### src/rtl/mips_pkg.sv
// Shared MIPS register-file definitions: default address width, register
// address type and the hardwired-zero register index.
package mips_pkg;

  localparam int DEF_ADDR_W = 5;

  typedef logic [DEF_ADDR_W-1:0] reg_addr_t;

  localparam reg_addr_t REG_ZERO = {DEF_ADDR_W{1'b0}};

endpackage

### src/rtl/onehot_decoder.sv
// Parametrised enable-gated address decoder: one line of 2**ADDR_W is driven
// high for the selected address, all lines low while the enable is low.
module onehot_decoder #(
  parameter int ADDR_W = mips_pkg::DEF_ADDR_W
) (
  input  logic                 en,
  input  logic [ADDR_W-1:0]    addr,
  output logic [2**ADDR_W-1:0] onehot
);

  // Select the addressed line only while enabled.
  always_comb begin
    onehot = {(2**ADDR_W){1'b0}};
    if (en) begin
      onehot[addr] = 1'b1;
    end else begin
      onehot = {(2**ADDR_W){1'b0}};
    end
  end

endmodule

### src/rtl/reg_scoreboard.sv
// Register-hazard scoreboard: per-register saturating pending-write counters
// that stall decode on RAW hazards and on pending-write overflow.
module reg_scoreboard
  import mips_pkg::*;
#(
  parameter int ADDR_W         = DEF_ADDR_W,
  parameter int CNT_W          = 2,
  parameter bit ZERO_HARDWIRED = 1'b1,
  parameter bit BYPASS_WB      = 1'b1
) (
  input  logic                 clk,
  input  logic                 rst_n,
  input  logic                 issue_valid,
  input  logic                 issue_we,
  input  logic [ADDR_W-1:0]    issue_rd,
  input  logic [ADDR_W-1:0]    issue_rs,
  input  logic [ADDR_W-1:0]    issue_rt,
  output logic                 issue_ready,
  input  logic                 wb_valid,
  input  logic [ADDR_W-1:0]    wb_rd,
  input  logic                 flush,
  output logic [2**ADDR_W-1:0] busy_vec,
  output logic                 rs_busy,
  output logic                 rt_busy,
  output logic                 wb_err
);

  localparam int NUM_REGS = 2**ADDR_W;
  localparam logic [CNT_W-1:0] CNT_ZERO = {CNT_W{1'b0}};
  localparam logic [CNT_W-1:0] CNT_ONE  = CNT_W'(1'b1);
  localparam logic [CNT_W-1:0] MAX_PEND = {CNT_W{1'b1}};

  logic [CNT_W-1:0]    cnt_s [NUM_REGS];
  logic [NUM_REGS-1:0] inc_s;
  logic [NUM_REGS-1:0] dec_s;
  logic [NUM_REGS-1:0] busy_s;
  logic                rs_bypass_s;
  logic                rt_bypass_s;
  logic                fire_s;
  logic                wb_err_set_s;
  logic                wb_err_r;

  // Retiring the last pending write this cycle hides the hazard when bypass is enabled.
  assign rs_bypass_s = BYPASS_WB && wb_valid && (wb_rd == issue_rs) && (cnt_s[issue_rs] == CNT_ONE);
  assign rt_bypass_s = BYPASS_WB && wb_valid && (wb_rd == issue_rt) && (cnt_s[issue_rt] == CNT_ONE);

  assign rs_busy     = (cnt_s[issue_rs] != CNT_ZERO) && !rs_bypass_s;
  assign rt_busy     = (cnt_s[issue_rt] != CNT_ZERO) && !rt_bypass_s;
  assign issue_ready = !rs_busy && !rt_busy && !(issue_we && (cnt_s[issue_rd] == MAX_PEND));
  assign fire_s      = issue_valid && issue_ready;

  onehot_decoder #(.ADDR_W(ADDR_W)) u_issue_dec (
    .en     (fire_s && issue_we),
    .addr   (issue_rd),
    .onehot (inc_s)
  );

  onehot_decoder #(.ADDR_W(ADDR_W)) u_wb_dec (
    .en     (wb_valid),
    .addr   (wb_rd),
    .onehot (dec_s)
  );

  for (genvar i = 0; i < NUM_REGS; i++) begin : g_reg
    localparam bit TRACKED = !(ZERO_HARDWIRED && (i == 0));
    logic [CNT_W-1:0] cnt_r;
    logic [CNT_W-1:0] cnt_nxt_s;
    logic             busy_r;

    // Next pending count: flush wins, a same-cycle issue and retire cancel out.
    always_comb begin
      cnt_nxt_s = cnt_r;
      if (!TRACKED || flush) begin
        cnt_nxt_s = CNT_ZERO;
      end else if (inc_s[i] && dec_s[i]) begin
        cnt_nxt_s = cnt_r;
      end else if (inc_s[i] && (cnt_r != MAX_PEND)) begin
        cnt_nxt_s = cnt_r + CNT_ONE;
      end else if (dec_s[i] && (cnt_r != CNT_ZERO)) begin
        cnt_nxt_s = cnt_r - CNT_ONE;
      end else begin
        cnt_nxt_s = cnt_r;
      end
    end

    // Counter and its busy flag are registered together from the same next value.
    always_ff @(posedge clk or negedge rst_n) begin
      if (!rst_n) begin
        cnt_r  <= CNT_ZERO;
        busy_r <= 1'b0;
      end else begin
        cnt_r  <= cnt_nxt_s;
        busy_r <= (cnt_nxt_s != CNT_ZERO);
      end
    end

    assign cnt_s[i]  = cnt_r;
    assign busy_s[i] = busy_r;
  end

  // A retire with nothing outstanding is an error unless an issue to that register nets it out.
  assign wb_err_set_s = wb_valid && !flush && (cnt_s[wb_rd] == CNT_ZERO) && !inc_s[wb_rd]
                        && !(ZERO_HARDWIRED && (wb_rd == ADDR_W'(REG_ZERO)));

  // Sticky writeback error, cleared only by reset.
  always_ff @(posedge clk or negedge rst_n) begin
    if (!rst_n) begin
      wb_err_r <= 1'b0;
    end else if (wb_err_set_s) begin
      wb_err_r <= 1'b1;
    end else begin
      wb_err_r <= wb_err_r;
    end
  end

  assign busy_vec = busy_s;
  assign wb_err   = wb_err_r;

endmodule

### config.mk
export PLATFORM = sky130hd
export DESIGN_NAME = reg_scoreboard
export DESIGN_NICKNAME = d
export VERILOG_FILES = /design/src/rtl/mips_pkg.sv /design/src/rtl/onehot_decoder.sv /design/src/rtl/reg_scoreboard.sv
export SDC_FILE = /design/constraint.sdc
export NUM_CORES = 1
export LEC_CHECK = 0
export CAP_MARGIN = 20
export CORE_MARGIN = 2
export CORE_UTILIZATION = 32
export DETAILED_ROUTE_END_ITERATION = 8
export SLEW_MARGIN = 20
export SYNTH_ARGS = -nofsm -noshare
export SYNTH_HDL_FRONTEND = slang
export SYNTH_SLANG_ARGS = --single-unit
### constraint.sdc
create_clock -name clk -period 12.45 [get_ports clk]
set_input_delay 3.735 -clock clk [delete_from_list [all_inputs] [get_ports clk]]
set_output_delay 3.735 -clock clk [all_outputs]
set_load 0.01 [all_outputs]
-- After elaboration in Yosys (flattened, before gate mapping)
Cells that the tools add are included.
- word-level logic and storage cells: 501
- input port bits: 26
- flip-flop bits (word level): 94
- eq/ne operators: 36
- reductions and logical operators: 184
- muxes and demuxes: 144
- bitwise operators: 4
- add/subtract/negate cells: 62
- magnitude comparators: 8
- operators by type and width (cell ; number):
    2-bit two-way mux ; 132
    2-bit nonzero test ; 64
    1-bit logical AND ; 110
    32-bit two-way mux ; 2
    2-bit by 1-bit adder with 2-bit output (second input constant) ; 31
    2-bit inequality test (second input constant) ; 31
    2-bit by 1-bit subtractor with 2-bit output (second input constant) ; 31
    2-bit binary-select mux with 5-bit select ; 4
    6-bit >= comparator (second input constant) ; 4
    5-bit NOT with 6-bit output ; 4
    5-bit by 6-bit < comparator with 1-bit output (second input constant) ; 2
    1-bit demux with 5-bit select ; 2
    5-bit equality test ; 2
    5-bit by 1-bit >= comparator with 1-bit output (second input constant) ; 2
    1-bit zero test ; 8
    1-bit binary-select mux with 5-bit select ; 1
    5-bit zero test ; 1
    2-bit by 1-bit equality test with 1-bit output (second input constant) ; 2
    1-bit two-way mux ; 3
    2-bit equality test (second input constant) ; 1
    2-bit zero test ; 1

-- Longest topological paths before layout
Gate-level depths: netlist (run 1).
- depth after elaboration: 19
- mapped depth: 16

-- Modules after synthesis
A second synthesis (run 1) with hierarchy kept.
- cell total of the unflattened synthesis: 912
- area, all modules: 8015.2 µm²
- by module, submodules not included (module ; seq. area each (µm²) ; area each (µm²) ; times used ; cells each):
    reg_scoreboard ; 2352.3 ; 7554.7 ; 1 ; 818
    onehot_decoder ; 0.0 ; 230.2 ; 2 ; 47

-- Worst setup path before layout (run 1)
Ideal clock, no wire load.
- path type: input-to-output
- from: input port issue_rs[0]
- to: output port issue_ready
- arrival time: 5.567 ns
- slack: 3.148 ns
- required time: 8.715 ns
- stages: 8
- cell sequence: buf_6 -> buf_6 -> mux2_4 -> a221oi_1 -> a22oi_1 -> a311o_2 -> a31o_4 -> nor2_1
- cells in the longest elaborated chain, start to end: 11
- ends and longest elaborated chain (element ; RTL line ; RTL):
    start: declaration ; reg_scoreboard.sv:16 ; input logic [ADDR_W-1:0] issue_rs,
    5-bit NOT with 6-bit output (not written as such) ; reg_scoreboard.sv:44, reg_scoreboard.sv:47 ;
    2-bit binary-select mux with 5-bit select ; reg_scoreboard.sv:44, reg_scoreboard.sv:47 ;
    2-bit two-way mux (not written as such) (2 in a row) ; reg_scoreboard.sv:44, reg_scoreboard.sv:47 ;
    2-bit by 1-bit equality test with 1-bit output ; reg_scoreboard.sv:44 ; assign rs_bypass_s = BYPASS_WB && wb_valid && (wb_rd == issue_rs) && (cnt_s[issue_rs] == CNT_ONE);
    1-bit logical AND ; reg_scoreboard.sv:44 ;
    1-bit zero test ; reg_scoreboard.sv:47 ; assign rs_busy = (cnt_s[issue_rs] != CNT_ZERO) && !rs_bypass_s;
    1-bit logical AND (*) ; reg_scoreboard.sv:47 ;
    net rs_busy ; reg_scoreboard.sv:23 ; output logic rs_busy,
    1-bit zero test (*) ; reg_scoreboard.sv:49 ; assign issue_ready = !rs_busy && !rt_busy && !(issue_we && (cnt_s[issue_rd] == MAX_PEND));
    1-bit logical AND (*) (2 in a row) ; reg_scoreboard.sv:49 ;
    end: declaration ; reg_scoreboard.sv:18 ; output logic issue_ready,
Mark *: on every way through the listed nets, which the timed path passes. The rest lies on a longest branch. The select of a mux whose other input is x is not followed.

-- Worst setup path in the final report (run 1)
- from: input port issue_rs[0]
- to: output port issue_ready
- cells in the longest elaborated chain, start to end: 11
- ends and longest elaborated chain (element ; RTL line):
    5-bit NOT with 6-bit output (not written as such) ; reg_scoreboard.sv:44, reg_scoreboard.sv:47
    2-bit binary-select mux with 5-bit select ; reg_scoreboard.sv:44, reg_scoreboard.sv:47
    2-bit two-way mux (not written as such) (2 in a row) ; reg_scoreboard.sv:44, reg_scoreboard.sv:47
    2-bit by 1-bit equality test with 1-bit output ; reg_scoreboard.sv:44
    1-bit logical AND ; reg_scoreboard.sv:44
    1-bit zero test ; reg_scoreboard.sv:47
    1-bit logical AND (*) ; reg_scoreboard.sv:47
    1-bit zero test (*) ; reg_scoreboard.sv:49
    1-bit logical AND (*) (2 in a row) ; reg_scoreboard.sv:49
Every way passes the cells marked *; elsewhere a longest branch is shown, timed or not. The select of a mux whose other input is x is not followed.

==> results of run 1 <==
layout by cell type (no fill, tap or decap), types with 18 or more instances in the layout:
cell type,count
nor2_1,118
dfrtp_1,94
inv_1,74
nand2_1,62
ha_1,62
clkdlybuf4s50_1,58
nor3_1,51
a21oi_1,38
mux2i_1,35
mux4_2,34
xnor2_1,31
o21ai_0,19
nor4_1,19
a31oi_1,18
final timing paths:
kind / from / to / slack [ns] / depth (start not counted)
worst min register to register: wb_err / wb_err / 0.53 / 1
max in group asynchronous: rst_n / g_reg[3].busy_r / 7.99 / 2
worst max register to register: g_reg[6].cnt_r[1] / g_reg[15].busy_r / 8.47 / 10
worst min-delay path: wb_err / wb_err / 0.53 / 1
min in group asynchronous: rst_n / g_reg[10].busy_r / 3.40 / 1
worst max-delay path: issue_rs[0] / issue_ready / 1.44 / 8
through the flow:
step                      hold slack (ns)  utilization [%]  power (mW)  cells  setup slack [ns]
after CTS                           0.541             35.6       0.752   1422              1.41
after floorplan                     0.513                -       0.397   1045              3.15
final                               0.529             35.7       0.746   1423              1.44
after detailed placement            0.522             34.5       0.442   1406              1.40
after global placement              0.510             34.5       0.441   1406              1.44
after global routing                0.551             35.7       0.774   1423              1.24
metal layers:
metal  vias to the layer above  global-route usage, %  routed length, um
li1                       3781                      -                  -
met1                      4089                   26.7              12600
met2                       408                   31.9              13600
met3                        55                   4.12               2660
met4                         2                   7.77                973
met5                         -                      0                 13
cells in the mapped netlist (all sizes together) (15+ instances only):
master  instances  area share [%]
nor4           20             1.4
ha             62             8.5
a21oi          39             2.2
mux2i          35             3.8
nand3          18             1.1
a31oi          19             1.4
clkbuf         44             1.8
inv            76             3.1
xnor2          31             3.0
nand2          62             2.5
or3            16             1.1
buf            53             4.0
nor3           56             3.5
mux2           15             2.0
dfrtp          94              26
nor2          118             4.8
mux4           34             8.3
o21ai          25             1.4
flip-flops by register name (all words and copies together), names as in the netlist:
signal and flops:
g.busy_r 31, g.cnt_r 62, wb_err 1
logic make-up after synthesis:
| family | synth area share (%) |
|---|---|
| simple gates | 21.6 |
| compound gates | 17.2 |
| buf+inv | 8.93 |
| flops | 25.6 |
| mux | 14.2 |
| fa+ha+maj | 8.45 |
| xor+xnor | 3.91 |
| other cells | 0.0409 |
worst register-to-register path, stage by stage (launching register included):
cell       delay, ns
dfrtp_1         0.47
mux2_1          0.33
a2111oi_0       0.45
nor4_1          0.12
a311o_2         0.45
a211o_1         0.33
nor3_4          0.72
nand2_1         0.23
mux2i_1         0.17
o311ai_0        0.42
o21bai_1        0.20
power groups by stage:
stage	registers, mW	logic (mW)	clock network [mW]
3_3_place_gp	0.319	0.122	0
3_5_place_dp	0.319	0.123	0
5_1_grt	0.314	0.134	0.327
6_report	0.313	0.125	0.308
4_1_cts	0.313	0.123	0.315
2_1_floorplan	0.317	0.0799	0
area by class of cell:
cell class / instances / area (sq um) / area share [%]
sequential: 94 / 2350 / 23.2
clock inverter: 5 / 83.8 / 0.826
antenna: 1 / 2.50 / 0.0247
inverter: 76 / 285 / 2.81
clock buffer: 11 / 233 / 2.29
timing repair buffer: 74 / 701 / 6.90
tap: 384 / 480 / 4.73
multi-input combinational: 778 / 6010 / 59.2
==> summary.txt, run 1 <==
Finish
  • # fillers: 2920
  • Fin nets: approximately 1100
  • Area growth, synth to finish: 10.6%
  • Fraction of layout cells with a size suffix above 1: roughly 11%
  • Fin area: approximately 10000 sq um

Power
  • Sequential Power Share: 42.0%
  • PwrDens: about 74 nW/um^2
  • Gate power share: around 17%
  • Switching power: between 0.2 and 0.25 mW
  • Internal power: approximately 0.53 mW
  • Clock Power Share: between 40 and 50%
  • Leak pwr: about 3.9 nW
  • Maximum vdd drop: around 0.000058 V
  • Sw Share: between 20% and 30%

Floorplan
  • DIE WIDTH: between 150 and 200 um
  • Std cell rows: 62
  • Die Y: between 150 and 200 um
  • IO Count: just over 60
  • Core ar.: 28500 sq um
  • Initial Util: 32.2%
  • Die Area: around 30000 sq um

Routing
  • Antenna viol nets, final: 0
  • 1st-pass router iterations: 6
  • DR DRC count: 0
  • DR iter-0 viols: around 740
  • Drt wl/cell: about 21 um
  • DR vias/cell: between 5 and 6
  • Routed via count: about 8300
  • Drt total wl: 29900 um

STA
  • Worst Max-Slew Pin Slew: 1.11 ns
  • Worst relative slew slack: between 20% and 30%
  • Fraction of the cycle the final worst path needs: 88.4%
  • Setup TNS: 0 ns
  • Final Skew: 0.00995 ns
  • Endpoints failing hold: 0
  • RSZ-0062 raised after global routing: no
  • Fin crit period: ~11 ns
  • Highest clock rate: 90.8 MHz
  • Setup Viol. Count Final: 0
  • Final Slew Violations: 0

Setup path
  • CP bufs+invs: 2
  • CP delay by family, top: buffers and inverters
  • Worst path max stage delay: between 1 and 1.5 ns
  • WP data arrival: roughly 7.3 ns
  • Crit end category: output port
  • CP Max Fanout: 18
  • Slowest cell on crit path: clkdlybuf4s50_1
  • Crit start category: primary input
  • Worst Path Required: 8.71 ns
  • CP Class: in2out
  • CP cell instances: clkdlybuf4s50_1, mux4_2, mux2i_1, o221ai_1, a311o_2, a31o_4, nor2_1, clkdlybuf4s50_1
  • Most frequent CP cell: clkdlybuf4s50_1

Placed design
  • DP Area: 9830 sq um
  • DP HPWL: about 22000 um
  • IO buf count: 60
  • Routability-driven placement congestion ratio: between 0.9 and 1

Global route
  • Pin count of the biggest net entering global routing: 81
  • Gr ovfl total: 0
  • First-pass GRT wire length: about 47000 um
  • Vias in the first global route: between 7000 and 8000
  • GRT Total Usage: approximately 20%
  • Initial antenna violation count: 2

Logic synthesis
  • Warning count from the yosys run: 0
  • Mapped Cells: 1045
  • EDFF count, synth: 0
  • Synth Flop Type: dfrtp_1
  • Post-Syn Area: 9180 sq um
  • Async SR Flop Fraction: 100%
  • Yosys cell types: 88
  • Seq/Total Area, Yosys: ~26%
  • Syn_nets: roughly 1100
  • Yosys reg bits: 94
  • Average size of a mapped cell: 8.78 sq um

Clocking
  • Setup Fix Bufs, Post-CTS: 0
  • Worst-path clk slew: roughly 0.070 ns
  • H-tree levels: 3
  • Cts repair resizes: 0
  • Cell chosen for the clock root: clkbuf_16
  • Clock sinks: between 90 and 100
  • Max Root-Sink Buffers: 2
  • Clk_lat worst skew: 0.36 ns
  • Num CTS Buffers: 9
  • CTS tree: yes
  • Hold_buf cts: 0

Hold path
  • HP Class: reg2reg

Run
  • # Max-Cap Violations: 0

Status
  • Status: complete, no violations
No activity file was read; power rests on OpenSTA's default activity.
==> run 2, diff against run 1 <==
--- a/config.mk
+++ b/config.mk
@@ -7,7 +7,7 @@
 export LEC_CHECK = 0
 export CAP_MARGIN = 20
 export CORE_MARGIN = 2
-export CORE_UTILIZATION = 32
+export CORE_UTILIZATION = 45
 export DETAILED_ROUTE_END_ITERATION = 8
 export SLEW_MARGIN = 20
 export SYNTH_ARGS = -nofsm -noshare
==> run 2 against run 1 <==
- clock-buffer cell count is 1 lower
- core utilization is 14 points higher
- sequential share of layout area grew 0.47 points
- critical path type unchanged
- highest routed layer is now met4
==> summary.txt, run 2 (same netlist as run 1, synthesis figures left out) <==
Setup path
  • Slowest cell on crit path: clkdlybuf4s50_1
  • Worst setup path end: issue_ready
  • CP Class: in2out
  • R2r endpoint: g_reg[13].busy_r
  • Crit end category: output port
  • Reg-to-reg setup timing slack: 8.45 ns (-0.02 ns)
  • WP data arrival: 7.11 ns (-0.16 ns)
  • Worst Path Required: 8.71 ns (about the same)
  • Crit. Startpoint: issue_rs[0]
  • R2R cell count: 10 (unchanged)
  • CP Max Fanout: 18 (unchanged)
  • Reg-to-Reg Start: g_reg[12].cnt_r[0]
  • CP cell instances: clkdlybuf4s50_1, mux4_2, mux2i_1, o221ai_1, a311o_2, a31o_4, nor2_1, clkdlybuf4s50_1
  • Most frequent CP cell: clkdlybuf4s50_1
  • Crit start category: primary input
  • Worst path max stage delay: 1.08 ns (-0.08 ns)

Placed design
  • IO buf count: 60 (unchanged)
  • DP HPWL: 20800 um (-4.6%)
  • DP Cell Count: 1290 (-8.3%)
  • Pre-CTS WS: 1.56 ns (+0.163 ns)
  • Routability-driven placement congestion ratio: 0.999 (+8.0%)

Power
  • PwrDens: 70.8 nW/um^2 (-3.7%)
  • Maximum vdd drop: 0.0000659 V (+13%)
  • Final Power: 0.704 mW (-5.6%)
  • Sequential Power Share: 44.5% (+2.5 points)
  • Clock Power Share: 38.1% (-3.2 points)
  • Gate power share: 17.3% (+0.6 points)
  • Leak pwr: 3.85 nW (-0.69%)
  • Internal power: 0.489 mW (-7.6%)
  • Sw Share: 30.5% (+1.5 points)
  • Switching power: 0.215 mW (-0.87%)

STA
  • Setup Viol. Count Final: 0 (unchanged)
  • Fin crit period: 10.84 ns (-0.163 ns)
  • Fraction of the cycle the final worst path needs: 87.1% (-1.3 points)
  • Setup TNS: 0 ns (unchanged)
  • Endpoints failing hold: 0 (unchanged)
  • Worst Max-Slew Pin Slew: 1.10 ns (-0.0121 ns)
  • Highest clock rate: 92.2 MHz (+1.5%)
  • Final Slew Violations: 0 (unchanged)
  • Final Skew: 0.0136 ns (+0.00368 ns)
  • Worst relative slew slack: 26.5% (+0.92 points)
  • RSZ-0062 raised after global routing: no
  • Final Worst Setup Slack: 1.61 ns (+0.163 ns)

Finish
  • Max reg flops: 62 (unchanged)
  • # fillers: 1944 (-33%)
  • Multi-input gate area: 6010 sq um (unchanged)
  • Inserted Diodes: 0 (-1)
  • Area growth, synth to finish: 8.38%
  • Reg with most FFs: g.cnt_r
  • Final std cells w/o fill: 1306 (-8.2%)
  • Commonest cells after routing, fill and taps aside: nor2_1, dfrtp_1, inv_1
  • Commonest non-fill, non-tap cell in the layout: nor2_1
  • Sequential cell area: 2350 sq um (unchanged)
  • Fraction of layout cells with a size suffix above 1: 11.1% (-0.075 points)
  • Fin nets: 1119 (-0.18%)

Clocking
  • Worst-path clk slew: 0.07 ns (about the same)
  • Cell chosen for the clock root: clkbuf_16
  • Clock sinks: 94 (unchanged)
  • CTS tree: yes
  • H-tree levels: 3 (unchanged)
  • Setup Fix Bufs, Post-CTS: 0 (unchanged)
  • Cts repair resizes: 0 (unchanged)
  • Hold_buf cts: 0 (unchanged)
  • Max Root-Sink Buffers: 2 (unchanged)
  • Num CTS Buffers: 9 (unchanged)
  • Clk_lat worst skew: 0.37 ns (about the same)

Hold path
  • HP Class: reg2reg

Floorplan
  • Core ar.: 20100 sq um (-29%)
  • DIE WIDTH: 147 um (-15%)
  • Die Y: 147 um (-15%)
  • Die Area: 21600 sq um (-28%)
  • IO Count: 62 (unchanged)
  • Std cell rows: 52 (-16%)
  • Initial Util: 45.7% (+13 points)

Global route
  • M1 GR Usage: 37.6% (+11 points)
  • Gr ovfl total: 0 (unchanged)
  • Initial antenna violation count: 0 (-2)
  • Grt met3 use: 3.42% (-0.71 points)
  • Grt met2 use: 42.0% (+10 points)
  • Vias in the first global route: 7932 (-0.75%)
  • Pin count of the biggest net entering global routing: 51 (-37%)
  • GRT busiest layer: met2
  • First-pass GRT wire length: 45300 um (-3.3%)
  • GRT Total Usage: 27.0% (+6.9 points)

Run
  • # Max-Cap Violations: 0 (unchanged)

Routing
  • DR DRC count: 0 (unchanged)
  • Drt total wl: 28400 um (-4.8%)
  • DR iter-0 viols: 833 (+12%)
  • Antenna viol nets, final: 0 (unchanged)
  • DR vias/cell: 6.25 (+6.6%)
  • 1st-pass router iterations: 5 (-1)
  • Drt wl/cell: 21.8 um (+3.8%)
  • Routed via count: 8156 (-2.1%)

Status
  • Status: complete, no violations
## run 2: worst min path at each step
stage,startpoint,slack [ns],depth (start not counted),endpoint
CTS,wb_err,0.54,1,wb_err
floorplan,wb_err,0.51,1,wb_err
detailed placement,wb_err,0.52,1,wb_err
global placement,wb_err,0.52,1,wb_err
finish,wb_err,0.54,1,wb_err
global route,wb_err,0.54,1,wb_err
## run 2: power by group through the flow
stage	logic, mW	clock network [mW]	registers, mW
floorplan	0.0799	0	0.317
global placement	0.120	0	0.320
detailed placement	0.121	0	0.319
CTS	0.121	0.277	0.313
global route	0.132	0.287	0.314
finish	0.122	0.269	0.313
## run 2: per-layer routing
layer | up-vias | share of wire (%) | wire length [um]
met5 | - | 0 | 0
li1 | 3787 | - | -
met3 | 61 | 6.6 | 1880
met2 | 351 | 45 | 12700
met4 | 0 | 4.0 | 1150
met1 | 3957 | 45 | 12700
## run 2: worst max-delay path: cells and delay by family
| kind | cells | cell delay (ns) |
|---|---|---|
| buffers and inverters | 2 | 1.63 |
| AOI/OAI and AO/OA | 3 | 0.81 |
| muxes | 2 | 0.79 |
| and+or+nand+nor | 1 | 0.13 |
## run 2: final cells by class
class                           count  area share, %
Multi-Input combinational cell    778           60.4
Sequential cell                    94           23.6
Timing Repair Buffer               72           6.89
Tap cell                          270           3.40
Inverter                           76           2.87
Clock buffer                       10           2.30
Clock inverter                      6          0.465
## run 2: stage by stage
step	instance area, sq um	utilization (%)	hold slack (ns)
after floorplan	9180	-	0.513
after detailed placement	9670	48.1	0.518
after global placement	9670	48.1	0.521
after CTS	9950	49.5	0.538
final	9950	49.5	0.539
after global routing	9950	49.5	0.543
==> run 3, diff against run 2 <==
--- a/config.mk
+++ b/config.mk
@@ -6,8 +6,9 @@
 export NUM_CORES = 1
 export LEC_CHECK = 0
 export CAP_MARGIN = 20
+export CORE_ASPECT_RATIO = 0.8
 export CORE_MARGIN = 2
-export CORE_UTILIZATION = 45
+export CORE_UTILIZATION = 35
 export DETAILED_ROUTE_END_ITERATION = 8
 export SLEW_MARGIN = 20
 export SYNTH_ARGS = -nofsm -noshare
==> run 3 against run 2 <==
- sequential share of layout area down 0.23 points
- die area up 28%
- sequential cell count unchanged
- combinational power about the same
- largest cell class unchanged
==> summary.txt, run 3 (same netlist as run 1, synthesis figures left out) <==
Status
  • Status: complete, no violations

Clocking
  • Setup Fix Bufs, Post-CTS: 0 (unchanged)
  • Cts repair resizes: 0 (unchanged)
  • Cell chosen for the clock root: clkbuf_16
  • CTS tree: yes
  • Worst-path clk slew: 0.07 ns (about the same)
  • Clk_lat worst skew: 0.37 ns (about the same)
  • Clock sinks: 94 (unchanged)
  • Max Root-Sink Buffers: 2 (unchanged)
  • H-tree levels: 3 (unchanged)
  • Hold_buf cts: 0 (unchanged)
  • Num CTS Buffers: 9 (unchanged)

Setup path
  • CP Class: in2out
  • CP delay by family, top: buffers and inverters
  • Most frequent CP cell: clkdlybuf4s50_1
  • WP data arrival: 7.19 ns (+0.08 ns)
  • Worst Path Required: 8.71 ns (about the same)
  • Worst path max stage delay: 1.11 ns (+0.03 ns)
  • Crit start category: primary input
  • CP cell instances: clkdlybuf4s50_1, mux4_2, mux2i_1, o221ai_1, a311o_2, a31o_4, nor2_1, clkdlybuf4s50_1
  • CP bufs+invs: 2 (unchanged)
  • Slowest cell on crit path: clkdlybuf4s50_1
  • Crit end category: output port
  • CP Max Fanout: 18 (unchanged)

Power
  • Leak pwr: 3.86 nW (+0.22%)
  • PwrDens: 69.1 nW/um^2 (-2.4%)
  • Maximum vdd drop: 0.0000627 V (-4.8%)

Placed design
  • DP HPWL: 21600 um (+3.8%)
  • Routability-driven placement congestion ratio: 0.973 (-2.7%)
  • IO buf count: 60 (unchanged)

STA
  • Fin crit period: 10.92 ns (+0.0775 ns)
  • Worst relative slew slack: 27.0% (+0.56 points)
  • Fraction of the cycle the final worst path needs: 87.7% (+0.62 points)
  • Final Slew Violations: 0 (unchanged)
  • Highest clock rate: 91.6 MHz (-0.71%)
  • RSZ-0062 raised after global routing: no
  • Setup Viol. Count Final: 0 (unchanged)
  • Setup TNS: 0 ns (unchanged)
  • Endpoints failing hold: 0 (unchanged)
  • Final Skew: 0.00968 ns (-0.00395 ns)
  • Worst Max-Slew Pin Slew: 1.09 ns (-0.0100 ns)

Global route
  • First-pass GRT wire length: 46100 um (+1.9%)
  • Gr ovfl total: 0 (unchanged)
  • Vias in the first global route: 7843 (-1.1%)
  • Initial antenna violation count: 0 (unchanged)
  • Pin count of the biggest net entering global routing: 53 (+3.9%)
  • GRT Total Usage: 22.2% (-4.7 points)

Routing
  • DR DRC count: 0 (unchanged)
  • DR iter-0 viols: 764 (-8.3%)
  • DR vias/cell: 5.83 (-6.7%)
  • Routed via count: 8094 (-0.76%)
  • Drt wl/cell: 21.3 um (-2.1%)
  • 1st-pass router iterations: 8 (+3)
  • Drt total wl: 29600 um (+4.1%)
  • Antenna viol nets, final: 0 (unchanged)

Finish
  • Max reg flops: 62 (unchanged)
  • Reg with most FFs: g.cnt_r
  • # fillers: 2626 (+35%)
  • Fraction of layout cells with a size suffix above 1: 11.0% (-0.12 points)
  • Finished Core Util: 39.4% (-10 points)
  • Commonest cells after routing, fill and taps aside: nor2_1, dfrtp_1, inv_1
  • Commonest non-fill, non-tap cell in the layout: nor2_1
  • Area growth, synth to finish: 9.46%
  • Inserted Diodes: 0 (unchanged)
  • Fin nets: 1122 (+0.27%)

Floorplan
  • IO Count: 62 (unchanged)
  • Core ar.: 25500 sq um (+27%)
  • Std cell rows: 52 (unchanged)
  • Die Area: 27500 sq um (+28%)
  • DIE WIDTH: 185 um (+26%)
  • Die Y: 149 um (+1.4%)
  • Initial Util: 36.0% (-9.7 points)

Hold path
  • HP Class: reg2reg

Run
  • # Max-Cap Violations: 0 (unchanged)
## run 3: cell count changes in the layout (fill, tap and decap cells not counted), sizes merged
cell / before / now
buf: 14 / 17
inv: 78 / 76
clkbuf: 10 / 13
clkinvlp: 2 / 0
## run 3: path summary, 6_finish.rpt
check | startpoint | cells past startpoint | to | slack, ns
worst max-delay path | issue_rs[0] | 8 | issue_ready | 1.53
worst min-delay path | wb_err | 1 | wb_err | 0.57
worst max register to register | g_reg[9].cnt_r[0] | 10 | g_reg[5].cnt_r[1] | 8.42
worst min register to register | wb_err | 1 | wb_err | 0.57
max in group asynchronous | rst_n | 2 | g_reg[10].busy_r | 8.00
min in group asynchronous | rst_n | 1 | g_reg[5].busy_r | 3.39
## run 3: worst reg2reg max path, cell delays in order, from the launching register on
cell and delay [ns]:
dfrtp_1 0.50, mux4_2 0.50, mux2i_1 0.21, o221ai_1 0.14
a311o_2 0.42, a31o_4 0.26, nor3_4 0.82, a2111oi_0 0.37
mux2_2 0.36, or2_1 0.21, a31oi_1 0.17
## run 3: cell type report
type / instances / area [sq um] / area share (%)
repair buffers: 75 / 708 / 7.05
well taps: 351 / 439 / 4.37
clock inverters: 2 / 10.0 / 0.0996
clock buffers: 13 / 240 / 2.39
inverters: 76 / 285 / 2.84
multi-input cells: 778 / 6010 / 59.8
flip-flops and latches: 94 / 2350 / 23.4
## run 3: metrics by stage
stage	setup slack (ns)	area [sq um]	power, mW	cells	hold WS [ns]
2_1_floorplan	3.15	9180	0.397	1045	0.513
5_1_grt	1.31	10000	0.722	1389	0.584
6_report	1.53	10000	0.694	1389	0.567
3_3_place_gp	1.46	9800	0.442	1374	0.535
4_1_cts	1.47	10000	0.702	1389	0.559
3_5_place_dp	1.48	9800	0.443	1374	0.529
## run 3: where the power goes
part           leakage [nW]  internal, mW  total, mW  switching (mW)
Combinational          2.43        0.0445      0.125          0.0808
Sequential             1.31         0.308      0.314         0.00533
Clock                 0.123         0.134      0.255           0.121
Total                  3.86         0.487      0.694           0.207
## run 3: routing by layer
| metal | GRT usage (%) | wire [um] | part of all wire [%] | vias to the layer above |
|---|---|---|---|---|
| met3 | 6.57 | 3150 | 11 | 57 |
| li1 | - | - | - | 3780 |
| met1 | 30.9 | 13200 | 44 | 3897 |
| met5 | 0 | 0 | 0 | - |
| met2 | 32.8 | 12300 | 42 | 360 |
| met4 | 7.82 | 961 | 3.2 | 0 |
